$ cat src/rtl/uart_loopback_tester_if.sv
// UART-side signal bundle for the loopback tester.
// The tester drives the transmit request/data and watches the tx/rx completion ticks.
interface uart_loopback_tester_if;
    logic       tx_start;
    logic [7:0] w_data;
    logic       tx_done_tick;
    logic       rx_done_tick;
    logic [7:0] r_data;

    modport master (
        output tx_start,
        output w_data,
        input  tx_done_tick,
        input  rx_done_tick,
        input  r_data
    );

    modport slave (
        input  tx_start,
        input  w_data,
        output tx_done_tick,
        output rx_done_tick,
        output r_data
    );
endinterface

$ cat src/rtl/uart_loopback_tester.sv
// Host-side initiator for the UART echo checker.
// Sends an incrementing byte sequence, expects each echo to be the sent byte plus one,
// and keeps saturating pass / error / timeout counters for the run.
module uart_loopback_tester #(
    parameter int         NUM_BYTES      = 256,
    parameter logic [7:0] START_VALUE    = 8'h00,
    parameter int         TIMEOUT_CYCLES = 100000,
    parameter int         GAP_CYCLES     = 16,
    parameter int         CNT_W          = 16
) (
    input  logic                      clk,
    input  logic                      reset,
    input  logic                      start_i,
    uart_loopback_tester_if.master    uart,
    output logic                      busy_o,
    output logic                      done_o,
    output logic [CNT_W-1:0]          pass_count_o,
    output logic [CNT_W-1:0]          err_count_o,
    output logic [CNT_W-1:0]          timeout_count_o,
    output logic [7:0]                last_err_data_o
);

    // One timer serves both the per-byte timeout and the inter-byte gap,
    // so it must be wide enough for whichever limit is larger.
    localparam int TMAX = (TIMEOUT_CYCLES > GAP_CYCLES) ? TIMEOUT_CYCLES : GAP_CYCLES;
    localparam int TW   = $clog2(TMAX + 1);
    localparam logic [TW-1:0] TIMEOUT_LAST = TW'(TIMEOUT_CYCLES - 1);
    localparam logic [TW-1:0] GAP_LAST     = TW'((GAP_CYCLES > 0) ? GAP_CYCLES - 1 : 0);
    localparam logic [15:0]   NUM_LAST     = 16'(NUM_BYTES - 1);

    typedef enum logic [2:0] {
        IDLE,
        SEND,
        WAIT_TX,
        WAIT_RX,
        GAP,
        DONE
    } state_t;

    state_t            state_q,   state_d;
    logic [7:0]        pattern_q, pattern_d;
    logic [15:0]       sentCnt_q, sentCnt_d;
    logic [TW-1:0]     timer_q,   timer_d;
    logic [CNT_W-1:0]  passCnt_q, passCnt_d;
    logic [CNT_W-1:0]  errCnt_q,  errCnt_d;
    logic [CNT_W-1:0]  toCnt_q,   toCnt_d;
    logic [7:0]        lastErr_q, lastErr_d;
    logic              done_q,    done_d;
    logic              busy_q,    busy_d;
    logic              txStart_q, txStart_d;
    logic [7:0]        wData_q,   wData_d;

    function automatic logic [CNT_W-1:0] satInc(input logic [CNT_W-1:0] v);
        return (&v) ? v : v + 1'b1;
    endfunction

    // Next-state and next-output logic; every output is computed from the next state
    // so that the registered outputs line up with the state they belong to.
    always_comb begin
        state_d   = state_q;
        pattern_d = pattern_q;
        sentCnt_d = sentCnt_q;
        timer_d   = timer_q;
        passCnt_d = passCnt_q;
        errCnt_d  = errCnt_q;
        toCnt_d   = toCnt_q;
        lastErr_d = lastErr_q;
        done_d    = done_q;
        wData_d   = wData_q;
        txStart_d = 1'b0;
        busy_d    = 1'b0;

        case (state_q)
            IDLE, DONE: begin
                if (start_i) begin
                    passCnt_d = '0;
                    errCnt_d  = '0;
                    toCnt_d   = '0;
                    done_d    = 1'b0;
                    pattern_d = START_VALUE;
                    sentCnt_d = '0;
                    timer_d   = '0;
                    state_d   = SEND;
                end
            end
            SEND: begin
                timer_d = '0;
                state_d = WAIT_TX;
            end
            WAIT_TX: begin
                if (uart.tx_done_tick) begin
                    timer_d = '0;
                    state_d = WAIT_RX;
                end else if (timer_q == TIMEOUT_LAST) begin
                    toCnt_d = satInc(toCnt_q);
                    timer_d = '0;
                    state_d = GAP;
                end else begin
                    timer_d = timer_q + 1'b1;
                end
            end
            WAIT_RX: begin
                // A tick on the final timeout cycle still counts as an echo.
                if (uart.rx_done_tick) begin
                    if (uart.r_data == 8'(pattern_q + 8'd1)) begin
                        passCnt_d = satInc(passCnt_q);
                    end else begin
                        errCnt_d  = satInc(errCnt_q);
                        lastErr_d = uart.r_data;
                    end
                    timer_d = '0;
                    state_d = GAP;
                end else if (timer_q == TIMEOUT_LAST) begin
                    toCnt_d = satInc(toCnt_q);
                    timer_d = '0;
                    state_d = GAP;
                end else begin
                    timer_d = timer_q + 1'b1;
                end
            end
            GAP: begin
                if (timer_q == GAP_LAST) begin
                    timer_d   = '0;
                    sentCnt_d = sentCnt_q + 16'd1;
                    if (sentCnt_q == NUM_LAST) begin
                        done_d  = 1'b1;
                        state_d = DONE;
                    end else begin
                        pattern_d = pattern_q + 8'd1;
                        state_d   = SEND;
                    end
                end else begin
                    timer_d = timer_q + 1'b1;
                end
            end
            default: begin
                state_d = IDLE;
            end
        endcase

        txStart_d = (state_d == SEND);
        busy_d    = (state_d != IDLE) && (state_d != DONE);
        if (state_d == SEND) begin
            wData_d = pattern_d;
        end
    end

    // State and output registers; reset abandons any run in progress.
    always_ff @(posedge clk or negedge reset) begin
        if (!reset) begin
            state_q   <= IDLE;
            pattern_q <= START_VALUE;
            sentCnt_q <= '0;
            timer_q   <= '0;
            passCnt_q <= '0;
            errCnt_q  <= '0;
            toCnt_q   <= '0;
            lastErr_q <= '0;
            done_q    <= 1'b0;
            busy_q    <= 1'b0;
            txStart_q <= 1'b0;
            wData_q   <= START_VALUE;
        end else begin
            state_q   <= state_d;
            pattern_q <= pattern_d;
            sentCnt_q <= sentCnt_d;
            timer_q   <= timer_d;
            passCnt_q <= passCnt_d;
            errCnt_q  <= errCnt_d;
            toCnt_q   <= toCnt_d;
            lastErr_q <= lastErr_d;
            done_q    <= done_d;
            busy_q    <= busy_d;
            txStart_q <= txStart_d;
            wData_q   <= wData_d;
        end
    end

    assign uart.tx_start   = txStart_q;
    assign uart.w_data     = wData_q;
    assign busy_o          = busy_q;
    assign done_o          = done_q;
    assign pass_count_o    = passCnt_q;
    assign err_count_o     = errCnt_q;
    assign timeout_count_o = toCnt_q;
    assign last_err_data_o = lastErr_q;

endmodule
$ cat src/flat_wrapper.sv
// flat-port wrapper written by rule: the top's interface ports become plain ports
module uart_loopback_tester_flat 
#(
    parameter int         NUM_BYTES      = 256,
    parameter logic [7:0] START_VALUE    = 8'h00,
    parameter int         TIMEOUT_CYCLES = 100000,
    parameter int         GAP_CYCLES     = 16,
    parameter int         CNT_W          = 16
)
  (clk, reset, start_i, busy_o, done_o, pass_count_o, err_count_o, timeout_count_o, last_err_data_o, uart_tx_start, uart_w_data, uart_tx_done_tick, uart_rx_done_tick, uart_r_data);
  uart_loopback_tester_if uart_i ();
  input  logic clk;
  input  logic reset;
  input  logic start_i;
  output logic busy_o;
  output logic done_o;
  output logic [CNT_W-1:0] pass_count_o;
  output logic [CNT_W-1:0] err_count_o;
  output logic [CNT_W-1:0] timeout_count_o;
  output logic [7:0] last_err_data_o;
  output wire logic [$bits(uart_i.tx_start)-1:0] uart_tx_start;
  output wire logic [$bits(uart_i.w_data)-1:0] uart_w_data;
  input wire logic [$bits(uart_i.tx_done_tick)-1:0] uart_tx_done_tick;
  input wire logic [$bits(uart_i.rx_done_tick)-1:0] uart_rx_done_tick;
  input wire logic [$bits(uart_i.r_data)-1:0] uart_r_data;
  assign uart_tx_start = uart_i.tx_start;
  assign uart_w_data = uart_i.w_data;
  assign uart_i.tx_done_tick = uart_tx_done_tick;
  assign uart_i.rx_done_tick = uart_rx_done_tick;
  assign uart_i.r_data = uart_r_data;
  uart_loopback_tester #(.NUM_BYTES(NUM_BYTES), .START_VALUE(START_VALUE), .TIMEOUT_CYCLES(TIMEOUT_CYCLES), .GAP_CYCLES(GAP_CYCLES), .CNT_W(CNT_W)) u_core (.clk(clk), .reset(reset), .start_i(start_i), .uart(uart_i), .busy_o(busy_o), .done_o(done_o), .pass_count_o(pass_count_o), .err_count_o(err_count_o), .timeout_count_o(timeout_count_o), .last_err_data_o(last_err_data_o));
endmodule
$ cat config.mk
export PLATFORM = sky130hd
export DESIGN_NAME = uart_loopback_tester_flat
export DESIGN_NICKNAME = d
export VERILOG_FILES = /design/src/rtl/uart_loopback_tester_if.sv /design/src/rtl/uart_loopback_tester.sv /design/src/flat_wrapper.sv
export SDC_FILE = /design/constraint.sdc
export NUM_CORES = 1
export LEC_CHECK = 0
export BUFFER_PORTS_ARGS = -buffer_cell sky130_fd_sc_hd__buf_2
export CORE_AREA = 2 2 110 112
export CTS_CLUSTER_DIAMETER = 200
export CTS_CLUSTER_SIZE = 24
export DETAILED_ROUTE_END_ITERATION = 6
export DIE_AREA = 0 0 112 114
export MAX_ROUTING_LAYER = met4
export PLACE_DENSITY = 0.73
export SLEW_MARGIN = 10
export SYNTH_ARGS = -nofsm -noshare
export SYNTH_HDL_FRONTEND = slang
export SYNTH_SLANG_ARGS = --single-unit
$ cat constraint.sdc
create_clock -name clk -period 4 [get_ports clk]
set_input_delay 0.6 -clock clk [delete_from_list [all_inputs] [get_ports clk]]
set_output_delay 0.6 -clock clk [all_outputs]
set_load 0.1 [all_outputs]
### Yosys cells after proc, flatten, opt, wreduce, memory -nomap -nowiden

Index checks and enable logic that the tools add are counted.

* register bits: 111
* input bits: 13
* output and inout bits: 67
* logic and storage cells: 95

* $add $sub $neg: 6
* equal/unequal tests: 21
* multiplexer cells: 37
* bitwise gates (word level): 1
* reductions and logical operators: 18

Operators with widths (count)
* 16-bit 2-to-1 mux: 12
* 16-bit one-hot mux with 2 select lines: 3
* 17-bit 2-to-1 mux: 5
* 17-bit one-hot mux with 5 select lines: 1
* 16-bit by 1-bit adder with 16-bit output, second input constant: 4
* 16-bit one-hot mux with 3 select lines: 1
* 16-bit AND reduction: 3
* 8-bit 2-to-1 mux: 3
* 3-bit 2-to-1 mux: 6
* 17-bit by 1-bit adder with 17-bit output, second input constant: 1
* 17-bit equality test, second input constant: 1
* 17-bit by 4-bit equality test with 1-bit output, second input constant: 1
* 16-bit by 8-bit equality test with 1-bit output, second input constant: 1
* 8-bit one-hot mux with 2 select lines: 1
* 3-bit one-hot mux with 5 select lines: 1
* 2-bit inequality test, second input constant: 7
* 5-bit AND reduction: 2
* 8-bit by 1-bit adder with 8-bit output, second input constant: 1
* 8-bit equality test: 1
* 4-bit AND reduction: 2
* 3-bit by 1-bit equality test with 1-bit output, second input constant: 2
* 3-bit by 2-bit equality test with 1-bit output, second input constant: 2
* 3-bit equality test, second input constant: 2
* 2-bit by 1-bit inequality test with 1-bit output, second input constant: 3
* other kinds (12): 17

### Depth between registers and ports, before layout

Gate-level depths: netlist (run 1).

* word-level depth: 6
* gate-level depth with buffers: 10
* depth with buffers taken out: 8

### Worst setup path after synthesis (run 1)

OpenSTA, ideal clock, no wires.

* kind: reg-to-reg
* from: reg u_core.passCnt_q[0], in the netlist u_core.pass_count_o[0]
* to: reg u_core.passCnt_q[13], in the netlist u_core.pass_count_o[13]
* setup time: 96 ps
* data arrival time: 2899 ps
* data required time: 3904 ps
* setup slack: 1005 ps
* stages on the path, launching flop included: 10
* path buffers: 1
* period minus slack after synthesis: 2995 ps
* path through: dfrtp_1 > ha_1 > nand3_1 > nor2_1 > nand4_1 > and4_1 > a21oi_1 > clkbuf_1 > o21ai_1 > o31ai_2

* cells in the longest elaborated chain, start to end: 5
* elaborated cells on any way between the ends: 8
* those cells by class: add/sub: 1; eq/ne: 1; mux: 4; reduce/logical: 2

Ends and longest elaborated chain
* from (decl): RTL line uart_loopback_tester.sv:44 `logic [CNT_W-1:0] passCnt_q, passCnt_d;`
* from (signal assigned): RTL line uart_loopback_tester.sv:168 `passCnt_q <= passCnt_d;`
* 16-bit by 1-bit adder with 16-bit output: RTL line uart_loopback_tester.sv:54 `return (&v) ? v : v + 1'b1;`
* 16-bit 2-to-1 mux: RTL line uart_loopback_tester.sv:54
* 16-bit 2-to-1 mux: RTL line uart_loopback_tester.sv:105 `if (uart.r_data == 8'(pattern_q + 8'd1)) begin`
* 16-bit 2-to-1 mux: RTL line uart_loopback_tester.sv:104 `if (uart.rx_done_tick) begin`
* 16-bit one-hot mux with 2 select lines: RTL line uart_loopback_tester.sv:73 `case (state_q)`

Several ways; a longest one is shown, not always the timed one. The select of a mux whose other input is x is not followed.
A chain may end at the register's enable or synchronous reset.

### Worst setup path in the final report (run 1)

* from: reg u_core.timer_q[0]
* to: reg u_core.sentCnt_q[13]

* cells in the longest elaborated chain, start to end: 3

Ends and longest elaborated chain
* from (decl): RTL line uart_loopback_tester.sv:43 `logic [TW-1:0] timer_q, timer_d;`
* from (signal assigned): RTL line uart_loopback_tester.sv:167 `timer_q <= timer_d;`
* 17-bit by 4-bit equality test with 1-bit output: RTL line uart_loopback_tester.sv:122 `if (timer_q == GAP_LAST) begin`
* 2-bit by 1-bit inequality test with 1-bit output (no line)
* 3-bit AND reduction (no line)
* to (signal assigned): RTL line uart_loopback_tester.sv:166 `sentCnt_q <= sentCnt_d;`
* to (decl): RTL line uart_loopback_tester.sv:42 `logic [15:0] sentCnt_q, sentCnt_d;`

No other way between the ends.

==> impl_metrics.ini, run 1 <==
[status]
outcome = finished clean

[synth]
netlist_instances = 654
yosys-top-cells-area = dfrtp_1, nand2_1, o21ai_0, xnor2_1, nor2_1
yosysMostFrequentCell = dfrtp_1
synth_warnings = 0
netlist_area_um2 = 5956
yosysSeqAreaShare_pct = 46.64
synth_edf_count = 0
synth_top_area_share_pct = 46.64
synthTopCellsByCount = dfrtp_1, nand2_1, o21ai_0
synth.largest_area_cell = dfrtp_1
avgSynthCellArea_um2 = 9.107
ys.flop_type = dfrtp_1
synth_seq_cells = 111
ys_types = 62
ys_async_sr_fraction_pct = 100.0
synth_nets = 673

[routing]
met2RoutedLength_um = 6806
post_drt_wl_per_cell_um = 16.14
drt_iter0_markers = 397
vias = 5236
totalWireLength_um = 14160
top_layer_used = met4
viasPerCell = 5.970
drtAntennaViolNets = 0
wl_met3_um = 726
route.detailed.drc = 0
wl_met1_um = 6449
first_pass_iters = 5

[sta]
skew_ps = 6.064
slew_violations = 0
finalCritPeriodShare_pct = 67.96
fin_crit_ps = 2718
fin_setup_tns_ps = 0
report.final.setup_viol = 0
hold_viol = 0
worst_slew_pin_slew_ps = 756.5
rsz0062_at_grt = no
relSlewSlack_pct = 49.38
fmax_mhz = 367.9

[die]
row_count = 40
fp.dieW_um = 112
die_h_um = 114
die-area_um2 = 12770
core-area_um2 = 11710
io_pins = 80
start_util_pct = 50.85

[clocking]
clkSlewWorstSetupHoldPaths_ps = 70
numCtsBuffers = 9
postCtsResizedCells = 0
cts_max_level = 3
clock-sinks = 111
clock_latency_ps = 350
postCtsHoldBufs = 0
cts_root_buf = clkbuf_16
cts_tree = yes
post_cts_buffers = 0
clockBufferDepth = 2

[grt]
overflow = 0
grt_pass1_vias = 4926
grt_pass1_wl_um = 23740
grt_antenna_before_repair = 0
grt_util_all_layers_pct = 23.40
grt_max_degree = 40

[critical_path]
criticalPathCategory = flip-flop to flip-flop
start_kind = flip-flop
cp_cell_sequence = ha_1, and3_1, nand3_1, o31ai_2, nand4_1, or3_1, a21oi_1
max_stage_delay_ps = 520
crit_arrival_ps = 2990
critical_path.max_fanout = 11
crit_required_ps = 4280
end_kind = flip-flop
cpMaxStageDelayCell = o31ai_2

[placed_design]
dp_hpwl_um = 9924
globalplace.congestion = 0.8732
portBuffers = 79
placed_cell_area_um2 = 6506

[final_layout]
diodes = 0
layout-drive-gt1-share_pct = 17.12
final_net_count = 746
final_cell_area_um2 = 6787
syn_to_final_growth_pct = 13.95

[power_and_ir_drop]
p_comb_share_pct = 37.3
vdd_drop_max_mv = 0.3260
power_frac_clock_pct = 25.5
power_leakage_uw = 0.003051
sw_frac_of_total_pct = 42.25
p_int_uw = 2021
seqPwrFrac_pct = 37.2
power.density_nw_per_um2 = 515.7
switchingPower_uw = 1478

[worst_hold_path]
hold_path.class = primary input to async pin

[job]
cap_violations = 0
[layer usage]
layer / up-vias / global-route usage [%]
li1: 2502 / -
met1: 2571 / 30.53
met2: 149 / 37.58
met3: 14 / 4.888
met4: 0 / 6.504
met5: - / -
[final cells by class]
class / count / area [µm²]
Clock buffer: 13 / 250.2
Inverter: 16 / 60.06
Multi-Input combinational cell: 500 / 3012
Sequential cell: 111 / 2778
Timing Repair Buffer: 89 / 473.0
Clock inverter: 1 / 30.03
Fill cell: 1058 / 4925
Tap cell: 147 / 183.9
[sequential cells by signal, indices dropped and copies added (netlist names)]
signal / cells
u_core.busy_o: 1
u_core.done_o: 1
u_core.err_count_o: 16
u_core.last_err_data_o: 8
u_core.pass_count_o: 16
u_core.pattern_q: 8
u_core.sentCnt_q: 16
u_core.state_q: 3
u_core.timeout_count_o: 16
u_core.timer_q: 17
u_core.uart.tx_start: 1
u_core.uart.w_data: 8
[power groups by stage]
stage	Sequential, µW	Combinational (µW)	Clock (µW)
5_1_grt	1310	1410	949
2_1_floorplan	1670	635	0
4_1_cts	1300	1310	903
3_3_place_gp	1310	1270	0
3_5_place_dp	1320	1300	0
6_report	1300	1310	892
[worst max-delay path, delay by kind of cell, from the launching register on]
family,cells,cell delay (ps)
AND/OR/NAND/NOR,4,1380
AO/OA/AOI/OAI,2,680
flip-flops,1,380
adder cells (fa/ha/maj),1,200
[kinds of logic (layout without fill, tap and decap cells)]
family / count (synthesis) / count (layout) / synth area share, %
simple gates: 291 / 291 / 25.19
mux: 17 / 17 / 3.025
flops: 111 / 111 / 46.64
buf+inv: 43 / 119 / 2.794
fa+ha+maj: 6 / 6 / 1.260
xor+xnor: 37 / 37 / 5.441
compound gates: 149 / 149 / 15.65
[stage by stage]
stage          power, µW  utilization [%]  instances  setup slack (ps)  hold WS (ps)
2_1_floorplan       2309                -        654              1005         304.4
3_3_place_gp        2588            55.56        863              1295         466.1
3_5_place_dp        2621            55.56        863              1193         480.7
4_1_cts             3508            57.95        877              1289         229.1
5_1_grt             3675            57.95        877              1030         247.3
6_report            3500            57.95        877              1282         210.2
[placed cells by master (no fill, tap or decap), drive strengths merged, types with 2 or more instances in the layout]
cell | synthesis | routed
a21o | 3 | 3
a21oi | 21 | 21
a22o | 2 | 2
a31oi | 4 | 4
a32o | 3 | 3
and2 | 5 | 5
and3 | 20 | 20
and4 | 7 | 7
buf | 5 | 89
clkbuf | 22 | 13
dfrtp | 111 | 111
ha | 6 | 6
inv | 16 | 16
mux2 | 8 | 8
mux2i | 9 | 9
nand2 | 79 | 79
nand2b | 9 | 9
nand3 | 37 | 37
nand4 | 20 | 20
nor2 | 53 | 53
nor2b | 7 | 7
nor3 | 13 | 13
nor3b | 2 | 2
nor4 | 9 | 9
o211ai | 4 | 4
o21ai | 77 | 77
o311ai | 6 | 6
o31ai | 10 | 10
o41ai | 5 | 5
or2 | 8 | 8
or3 | 13 | 13
or3b | 2 | 2
or4 | 4 | 4
xnor2 | 25 | 25
xor2 | 12 | 12
[worst paths after layout]
kind	startpoint	to	slack (ps)	cells past startpoint
max	u_core.timer_q[0]	u_core.sentCnt_q[13]	1280	7
min reg2reg	u_core.uart.w_data[1]	u_core.uart.w_data[1]	490	2
max reg2reg	u_core.timer_q[0]	u_core.sentCnt_q[13]	1280	7
max in group asynchronous	reset	u_core.err_count_o[13]	2910	2
min in group clk	u_core.uart.w_data[1]	u_core.uart.w_data[1]	490	2
min	reset	u_core.err_count_o[5]	210	1
No activity file was read; power rests on OpenSTA's default activity.
==> run 2, diff against run 1 <==
==> constraint.sdc (replaced) <==
create_clock -name clk -period 2.7 [get_ports clk]
set_input_delay 0.405 -clock clk [delete_from_list [all_inputs] [get_ports clk]]
set_output_delay 0.405 -clock clk [all_outputs]
set_load 0.1 [all_outputs]
==> run 2 against run 1 <==
Combinational power increased by 52%. Sequential power increased by 47%. Final cell count increased by 1.5%. First-iteration DRC count increased by 32%. Largest power group unchanged.
==> impl_metrics.ini, run 2 (synthesis gave the netlist of run 1 again) <==
[job]
cap_violations = 0

[clocking]
cts_tree = yes
cts_max_level = 3
numCtsBuffers = 9
clock_latency_ps = 360
postCtsHoldBufs = 0
clock-sinks = 111
cts_root_buf = clkbuf_16
clockBufferDepth = 2
clkSlewWorstSetupHoldPaths_ps = 70

[critical_path]
reg2reg_from = u_core.timeout_count_o[0]
rr_worst_depth = 7
cpMaxStageDelayCell = dfrtp_2
critical_path.max_fanout = 5
cp_cell_sequence = ha_1, and4_1, and3_1, a311oi_2, o21ai_0, o311ai_0, o41ai_1
crit_family = compound AO/OA/AOI/OAI gates
r2r_slack_ps = 160
r2r_end = u_core.timeout_count_o[7]
max_stage_delay_ps = 430
crit_buf_inv = 0
criticalPathCategory = flip-flop to flip-flop
crit_arrival_ps = 2760
crit_required_ps = 2920
start_kind = flip-flop
end_kind = flip-flop

[placed_design]
globalplace.congestion = 0.8518
place_inst = 872
placed_cell_area_um2 = 6585
portBuffers = 79
dp_hpwl_um = 10280

[final_layout]
largest_register_ffs = 17
top_register = u_core.timer_q
layout-drive-gt1-share_pct = 19.78
final_util_pct = 58.94
diodes = 0
mostFrequentLayoutCells = dfrtp_1, nand2_1, buf_2
final_net_count = 757
final_cell_area_um2 = 6903
layout_commonest_cell = dfrtp_1
syn_to_final_growth_pct = 15.90
instances_no_fill = 890

[routing]
totalWireLength_um = 14550
post_drt_wl_per_cell_um = 16.34
drt_iter0_markers = 525
first_pass_iters = 5
drtAntennaViolNets = 0
vias = 5317
route.detailed.drc = 0
viasPerCell = 5.974

[power_and_ir_drop]
vdd_drop_max_mv = 0.5001
totalPowerFinal_uw = 5251
power_leakage_uw = 0.003102
power.density_nw_per_um2 = 760.8

[sta]
relSlewSlack_pct = 52.06
skew_ps = 12.58
slew_violations = 0
finalCritPeriodShare_pct = 94.09
worst_slew_pin_slew_ps = 716.4
hold_viol = 0
fin_crit_ps = 2541
report.final.setup_viol = 0
fmax_mhz = 393.6
rsz0062_at_grt = no
fin_setup_tns_ps = 0

[die]
die-area_um2 = 12770
start_util_pct = 50.85
core-area_um2 = 11710
fp.dieW_um = 112
io_pins = 80
die_h_um = 114
row_count = 40

[grt]
grt_max_degree = 47
grt_pass1_wl_um = 24430
overflow = 0
grt_antenna_before_repair = 0
grt_pass1_vias = 5096
grt_util_all_layers_pct = 24.03

[status]
outcome = finished clean

[worst_hold_path]
hold_path.class = primary input to async pin
run 2: how the worst max path moves through the flow:
stage | start | to | slack [ps] | cells past startpoint
after global placement | u_core.timeout_count_o[0] | u_core.timeout_count_o[8] | 260 | 7
after global routing | u_core.timeout_count_o[0] | u_core.timeout_count_o[7] | 10 | 7
final | u_core.timeout_count_o[0] | u_core.timeout_count_o[7] | 160 | 7
after CTS | u_core.timer_q[0] | u_core.sentCnt_q[13] | 100 | 7
after detailed placement | u_core.timer_q[0] | u_core.sentCnt_q[13] | 110 | 7
after floorplan | u_core.timeout_count_o[5] | u_core.timeout_count_o[6] | 10 | 8
run 2: metrics by stage:
step	worst slack, ps	hold slack (ps)
after global placement	261.9	456.2
after CTS	97.35	70.43
final	159.5	56.76
after floorplan	13.33	109.4
after detailed placement	109.0	462.8
after global routing	13.97	104.7
run 2: cell type report:
class,count,area [µm²]
inverters,16,60.06
clock buffers,13,250.2
repair buffers,100,555.5
multi-input cells,500,3020
flip-flops and latches,111,2789
fillers,1052,4808
well taps,147,183.9
clock inverters,3,43.79
run 2: what timing repair did:
action,in CTS,in global routing
setup endpoints to repair,0,8
resized for setup,0,2
buffers inserted,0,2
run 2: power by group:
group / internal [µW] / leakage (µW) / switching (µW)
sequential: 1780 / 0.00151 / 132
combinational: 501 / 0.00145 / 1490
clock: 747 / 0.000144 / 599
run 2: layer usage:
metal | routed length, µm | GRT usage [%] | up-vias
met1 | 6488 | 30.69 | 2618
met2 | 7187 | 39.31 | 131
met3 | 698 | 5.313 | 17
met4 | 172 | 6.341 | 0
met5 | 0 | - | -
li1 | - | - | 2551
